### config.mk
export PLATFORM = sky130hd
export DESIGN_NAME = wb_resp_regs_flat
export DESIGN_NICKNAME = d
export VERILOG_FILES = /design/src/rtl/wb_resp_regs_if.sv /design/src/rtl/wb_resp_regs.sv /design/src/flat_wrapper.sv
export SDC_FILE = /design/constraint.sdc
export NUM_CORES = 1
export LEC_CHECK = 0
export ABC_AREA = 1
export CAP_MARGIN = 10
export CORE_MARGIN = 2
export CORE_UTILIZATION = 60
export DETAILED_ROUTE_END_ITERATION = 8
export PLACE_DENSITY = 0.92
export SETUP_SLACK_MARGIN = 0.05
export SLEW_MARGIN = 20
export SYNTH_ARGS = -nofsm -noshare
export SYNTH_HDL_FRONTEND = slang
export SYNTH_SLANG_ARGS = --single-unit
### constraint.sdc
create_clock -name clk_i -period 2.1 [get_ports clk_i]
set_input_delay 0.525 -clock clk_i [delete_from_list [all_inputs] [get_ports clk_i]]
set_output_delay 0.525 -clock clk_i [all_outputs]
set_load 0.02 [all_outputs]
### src/rtl/wb_resp_regs_if.sv
// Wishbone classic-cycle bus bundle between a master BFM and the wb_resp_regs responder.
interface wb_resp_regs_if #(
  parameter int ADDR_WIDTH = 2,
  parameter int DATA_WIDTH = 8
);
  logic                  cyc_i;
  logic                  stb_i;
  logic                  we_i;
  logic [ADDR_WIDTH-1:0] adr_i;
  logic [DATA_WIDTH-1:0] dat_i;
  logic [DATA_WIDTH-1:0] dat_o;
  logic                  ack_o;

  modport master (output cyc_i, stb_i, we_i, adr_i, dat_i, input dat_o, ack_o);
  modport slave  (input cyc_i, stb_i, we_i, adr_i, dat_i, output dat_o, ack_o);
endinterface

### src/rtl/wb_resp_regs.sv
// Wishbone responder with CSR/DPR/CMDR/FSMR map; each accepted command runs a fixed
// busy period, then posts done/NACK status and an optional level interrupt.
module wb_resp_regs #(
  parameter int ADDR_WIDTH  = 2,
  parameter int DATA_WIDTH  = 8,
  parameter int WAIT_STATES = 0,
  parameter int CMD_LATENCY = 16
) (
  input  logic          clk_i,
  input  logic          rst_i,
  wb_resp_regs_if.slave wb,
  input  logic          nack_inject_i,
  output logic          irq_o
);

  typedef enum logic [1:0] {S_IDLE, S_WAIT, S_ACK, S_DONE} state_t;

  state_t     state_q, state_d;
  logic [3:0] wcnt_q, wcnt_d;
  logic       en_q, en_d;
  logic       ie_q, ie_d;
  logic [7:0] tx_q, tx_d;
  logic [7:0] rx_q, rx_d;
  logic [2:0] cmd_q, cmd_d;
  logic       busy_q, busy_d;
  logic [7:0] lcnt_q, lcnt_d;
  logic       done_q, done_d;
  logic       nack_q, nack_d;
  logic       err_q, err_d;
  logic [4:0] ncmd_q, ncmd_d;
  logic       irq_q, irq_d;

  logic       req, acc, wr, rd;
  logic       sel_csr, sel_dpr, sel_cmdr, sel_fsmr;
  logic       abort;
  logic [7:0] wdat;
  logic [7:0] rdata;

  assign req  = wb.cyc_i & wb.stb_i;
  assign acc  = (state_q == S_ACK);
  assign wr   = acc & wb.we_i;
  assign rd   = acc & ~wb.we_i;
  assign wdat = wb.dat_i[7:0];

  assign sel_csr  = (wb.adr_i == ADDR_WIDTH'(0));
  assign sel_dpr  = (wb.adr_i == ADDR_WIDTH'(1));
  assign sel_cmdr = (wb.adr_i == ADDR_WIDTH'(2));
  assign sel_fsmr = (wb.adr_i == ADDR_WIDTH'(3));

  // Clearing E while a command is in flight kills it, even on its completion edge.
  assign abort = wr & sel_csr & ~wdat[7] & busy_q;

  // Bus FSM: DONE holds off a second ack while the master keeps its strobe up.
  always_comb begin
    state_d = state_q;
    wcnt_d  = wcnt_q;
    unique case (state_q)
      S_IDLE: begin
        if (req) begin
          state_d = S_WAIT;
          wcnt_d  = 4'(WAIT_STATES);
        end
      end
      S_WAIT: begin
        if (!req)              state_d = S_IDLE;
        else if (wcnt_q == '0) state_d = S_ACK;
        else                   wcnt_d  = wcnt_q - 4'd1;
      end
      S_ACK:   state_d = S_DONE;
      S_DONE:  if (!req) state_d = S_IDLE;
      default: state_d = S_IDLE;
    endcase
  end

  // Register file and command engine; a completion set overrides a same-cycle read clear.
  always_comb begin
    en_d   = en_q;
    ie_d   = ie_q;
    tx_d   = tx_q;
    rx_d   = rx_q;
    cmd_d  = cmd_q;
    busy_d = busy_q;
    lcnt_d = lcnt_q;
    done_d = done_q;
    nack_d = nack_q;
    err_d  = err_q;
    ncmd_d = ncmd_q;
    irq_d  = done_q & ie_q;

    if (wr && sel_csr) begin
      en_d = wdat[7];
      ie_d = wdat[6];
    end
    if (wr && sel_dpr) tx_d = wdat;
    if (wr && sel_cmdr) begin
      if (en_q && !busy_q) begin
        cmd_d  = wdat[2:0];
        busy_d = 1'b1;
        lcnt_d = 8'(CMD_LATENCY);
      end else begin
        err_d = 1'b1;
      end
    end
    if (rd && sel_cmdr) begin
      done_d = 1'b0;
      nack_d = 1'b0;
      err_d  = 1'b0;
      irq_d  = 1'b0;
    end

    if (abort) begin
      busy_d = 1'b0;
      lcnt_d = '0;
    end else if (busy_q) begin
      if (lcnt_q == 8'd1) begin
        busy_d = 1'b0;
        lcnt_d = '0;
        done_d = 1'b1;
        nack_d = nack_inject_i;
        rx_d   = tx_q;
        ncmd_d = ncmd_q + 5'd1;
      end else begin
        lcnt_d = lcnt_q - 8'd1;
      end
    end
  end

  always_comb begin
    rdata = '0;
    if (sel_csr)  rdata = {en_q, ie_q, 6'b0};
    if (sel_dpr)  rdata = rx_q;
    if (sel_cmdr) rdata = {done_q, nack_q, 1'b0, err_q, 1'b0, cmd_q};
    if (sel_fsmr) rdata = {busy_q, 2'b0, ncmd_q};
  end

  assign wb.ack_o = acc;
  assign wb.dat_o = acc ? DATA_WIDTH'(rdata) : '0;
  assign irq_o    = irq_q;

  always_ff @(posedge clk_i) begin
    if (!rst_i) begin
      state_q <= S_IDLE;
      wcnt_q  <= '0;
      en_q    <= 1'b0;
      ie_q    <= 1'b0;
      tx_q    <= '0;
      rx_q    <= '0;
      cmd_q   <= '0;
      busy_q  <= 1'b0;
      lcnt_q  <= '0;
      done_q  <= 1'b0;
      nack_q  <= 1'b0;
      err_q   <= 1'b0;
      ncmd_q  <= '0;
      irq_q   <= 1'b0;
    end else begin
      state_q <= state_d;
      wcnt_q  <= wcnt_d;
      en_q    <= en_d;
      ie_q    <= ie_d;
      tx_q    <= tx_d;
      rx_q    <= rx_d;
      cmd_q   <= cmd_d;
      busy_q  <= busy_d;
      lcnt_q  <= lcnt_d;
      done_q  <= done_d;
      nack_q  <= nack_d;
      err_q   <= err_d;
      ncmd_q  <= ncmd_d;
      irq_q   <= irq_d;
    end
  end

endmodule
### src/flat_wrapper.sv
// flat-port wrapper written by rule: the top's interface ports become plain ports
module wb_resp_regs_flat 
#(
  parameter int ADDR_WIDTH  = 2,
  parameter int DATA_WIDTH  = 8,
  parameter int WAIT_STATES = 0,
  parameter int CMD_LATENCY = 16
)
  (clk_i, rst_i, nack_inject_i, irq_o, wb_cyc_i, wb_stb_i, wb_we_i, wb_adr_i, wb_dat_i, wb_dat_o, wb_ack_o);
  wb_resp_regs_if #(.ADDR_WIDTH(ADDR_WIDTH), .DATA_WIDTH(DATA_WIDTH)) wb_i ();
  input  logic clk_i;
  input  logic rst_i;
  input  logic nack_inject_i;
  output logic irq_o;
  input wire logic [$bits(wb_i.cyc_i)-1:0] wb_cyc_i;
  input wire logic [$bits(wb_i.stb_i)-1:0] wb_stb_i;
  input wire logic [$bits(wb_i.we_i)-1:0] wb_we_i;
  input wire logic [$bits(wb_i.adr_i)-1:0] wb_adr_i;
  input wire logic [$bits(wb_i.dat_i)-1:0] wb_dat_i;
  output wire logic [$bits(wb_i.dat_o)-1:0] wb_dat_o;
  output wire logic [$bits(wb_i.ack_o)-1:0] wb_ack_o;
  assign wb_i.cyc_i = wb_cyc_i;
  assign wb_i.stb_i = wb_stb_i;
  assign wb_i.we_i = wb_we_i;
  assign wb_i.adr_i = wb_adr_i;
  assign wb_i.dat_i = wb_dat_i;
  assign wb_dat_o = wb_i.dat_o;
  assign wb_ack_o = wb_i.ack_o;
  wb_resp_regs #(.ADDR_WIDTH(ADDR_WIDTH), .DATA_WIDTH(DATA_WIDTH), .WAIT_STATES(WAIT_STATES), .CMD_LATENCY(CMD_LATENCY)) u_core (.clk_i(clk_i), .rst_i(rst_i), .wb(wb_i), .nack_inject_i(nack_inject_i), .irq_o(irq_o));
endmodule
==> results.json <==
{
  "synth_seq_cells": 45,
  "fillerInstances": 261,
  "die-area_um2": 4410,
  "rrSetupSlack_ns": 0.52,
  "yosysMostFrequentCell": "nor2_1",
  "max_freq_ghz": 0.500,
  "syn_avg_cell_area_um2": 7.13,
  "n_antenna_cell": 0,
  "io_buffers": 25,
  "synthTopCellsByArea": "dfxtp_1 (39%), nor2_1 (8.3%), nand2_1 (8.2%)",
  "crit_path_start": "wb_adr_i[1]",
  "hold_violations": 0,
  "crit_path_max_fanout": 6,
  "arrival_ns": 1.47,
  "tightest_slew_ns": 0.414,
  "end_kind": "primary output",
  "intPower_mw": 1.17,
  "antenna_found_initial": 0,
  "reg2reg_to": "u_core.lcnt_q[3]$_SDFFE_PP0P_",
  "holdCritStartpoint": "u_core.ncmd_q[4]$_SDFFE_PN0P_",
  "ios": 26,
  "drive_above_1_share_pct": 21.0,
  "synth_cells": 328,
  "numCtsBuffers": 5,
  "final_nets": 392,
  "syn_to_final_growth_pct": 23.0,
  "hold_buffers": 0,
  "wl_per_cell_um": 14.0,
  "cts.path.max_buffers": 2,
  "avgViaCountPerCell": 5.59,
  "setup-violations-final": 0,
  "grt_pass1_vias": 2265,
  "die_w_um": 66.4,
  "place_hpwl_mm": 4.05,
  "first_iter_violations": 219,
  "hold_ws_ns": 0.486,
  "power_density_nw_per_um2": 550,
  "pwr-share-clk_pct": 36.9,
  "grtUsageTotal_pct": 29.4,
  "cts_max_level": 2,
  "switching_share_pct": 26.1,
  "clock-sinks": 45,
  "cap_violations": 0,
  "yosysTopAreaCell": "dfxtp_1",
  "holdPathEnd": "u_core.ncmd_q[4]$_SDFFE_PN0P_",
  "synthesis.area_um2": 2340,
  "vias": 2348,
  "cts_tree": "built",
  "core_um2": 3720,
  "grt_max_degree": 18,
  "synth_nets": 349,
  "overflow": 0,
  "synthArstFlopShare_pct": 0,
  "fp.dieH_um": 66.4,
  "outcome": "finished clean",
  "final_antenna_net_count": 0,
  "seq_area_um2": 901,
  "grt_pass1_wl_mm": 9.85,
  "power_leakage_nw": 1.20,
  "vdd_drop_max_mv": 0.558,
  "r2r_cells": 5,
  "gp_congestion": 0.920,
  "multi_input_area_um2": 1260,
  "final_core_util_pct": 77.4,
  "seq_area_frac_synth_pct": 38.5,
  "rows": 22,
  "clk_pin_slew_ns": 0.09,
  "p_comb_share_pct": 8.7,
  "reg2reg_from": "u_core.busy_q$_SDFF_PP0_",
  "synth_edf_count": 0,
  "final.setup_skew_ns": 0.0160,
  "ys_top_cells_by_count": "nor2_1 (52), nand2_1 (51), dfxtp_1 (45)",
  "cp.required_ns": 1.57,
  "rsz0062_at_grt": "true",
  "synth_ff_type": "dfxtp_1",
  "worst_slew_margin_rel_pct": 72.3,
  "drv_slew": 0,
  "floorplan.initialDensity_pct": 62.9,
  "fin_crit_sh_pct": 95.2,
  "crit_type": "input pin to primary output",
  "clock-root-buffer": "clkbuf_8",
  "clk_latency_ns": 0.32,
  "wl_mm": 5.86,
  "holdPathStages": 2,
  "route.detailed.drc": 0,
  "critPathLaunchType": "input pin",
  "hp-class": "register to register",
  "netlist.area_leader.share_pct": 38.5,
  "power.switching_mw": 0.413,
  "min_period_ns": 2.00,
  "yosysWarnings": 0,
  "power_frac_seq_pct": 54.4,
  "yosysUniqueCellTypes": 33,
  "firstDrtPassIters": 7
}
## logic make-up (layout without fill, tap and decap cells)
logic type	Yosys count	in the layout	share of synthesized area, %
compound gates	55	55	12.1
xor+xnor	3	3	1.12
buf+inv	47	91	8.45
flops	45	45	38.5
fa+ha+maj	5	5	2.68
simple gates	173	173	37.1
## critical path: stages
cell,delay (ns)
buf_2,0.13
buf_4,0.16
nor2_4,0.17
nand2_1,0.07
nand3_1,0.07
nand2_1,0.06
inv_1,0.05
clkdlybuf4s15_2,0.24
## stage by stage
step                setup TNS, ns  area [um2]  cells  setup slack, ns  power (mW)
global route                    0        2880    420          0.00612        1.64
finish                          0        2880    420            0.100        1.58
floorplan                       0        2340    328            0.214       0.946
global placement            -5.92        2740    407           -0.729        1.00
CTS                             0        2850    420           0.0736        1.58
detailed placement          -6.87        2740    407           -0.761        1.00
## sequential cells by signal, summed over array words and instances, names as in the netlist, named ones only
signal,cells
u_core.lcnt_q,8
u_core.rx_q,8
u_core.tx_q,8
u_core.ncmd_q,5
u_core.wcnt_q,4
u_core.cmd_q,3
u_core.busy_q,1
u_core.done_q,1
u_core.en_q,1
u_core.err_q,1
u_core.ie_q,1
u_core.irq_o,1
u_core.nack_q,1
u_core.state_q,1
## layer usage
| layer | part of all wire (%) | wire [um] | global-route usage (%) | vias to the layer above |
|---|---|---|---|---|
| li1 | - | - | - | 1142 |
| met5 | 0 | 0 | 0 | - |
| met3 | 5.3 | 313 | 4.94 | 12 |
| met4 | 2.2 | 130 | 12.8 | 0 |
| met2 | 51 | 3010 | 53.8 | 95 |
| met1 | 41 | 2410 | 33.2 | 1099 |
## cell usage in the layout (no fill, tap or decap), drive strengths merged
cell type / n
clkbuf: 5
dfxtp: 45
ha: 5
nand2: 56
buf: 29
xor2: 2
a21oi: 20
o22ai: 1
or2: 1
nand4: 7
inv: 40
o21ai: 30
clkdlybuf4s15: 2
xnor2: 1
a31oi: 2
nand3: 33
a211oi: 1
clkdlybuf4s50: 14
and2: 1
nor3: 1
dlygate4sd2: 1
o21bai: 1
nor2: 74
## how the worst max path moves through the flow
stage | endpoint | cells past startpoint
6_report | wb_dat_o[0] | 8
5_1_grt | wb_dat_o[7] | 7
4_1_cts | wb_dat_o[0] | 6
3_5_place_dp | wb_dat_o[4] | 8
3_3_place_gp | wb_dat_o[4] | 8
2_1_floorplan | wb_dat_o[7] | 8
## repair_timing
action	CTS	global route
pin swaps	4	3
buffers inserted	5	0
endpoints found under the setup margin	9	8
gates resized for setup	42	11
## power by group through the flow
stage	clock network (mW)	registers, mW	logic (mW)
finish	0.583	0.861	0.138
global route	0.631	0.862	0.150
CTS	0.584	0.861	0.132
detailed placement	0	0.880	0.124
global placement	0	0.880	0.119
floorplan	0	0.880	0.0666
## layout make-up
cell class	count	share of cell area [%]
clock buffer	5	2.39
clock inverter	3	0.914
inverter	37	4.83
multi-input combinational	236	43.9
sequential	45	31.3
tap	48	2.09
timing repair buffer	46	14.5
Note: power is estimated with default switching activity, not from simulation.
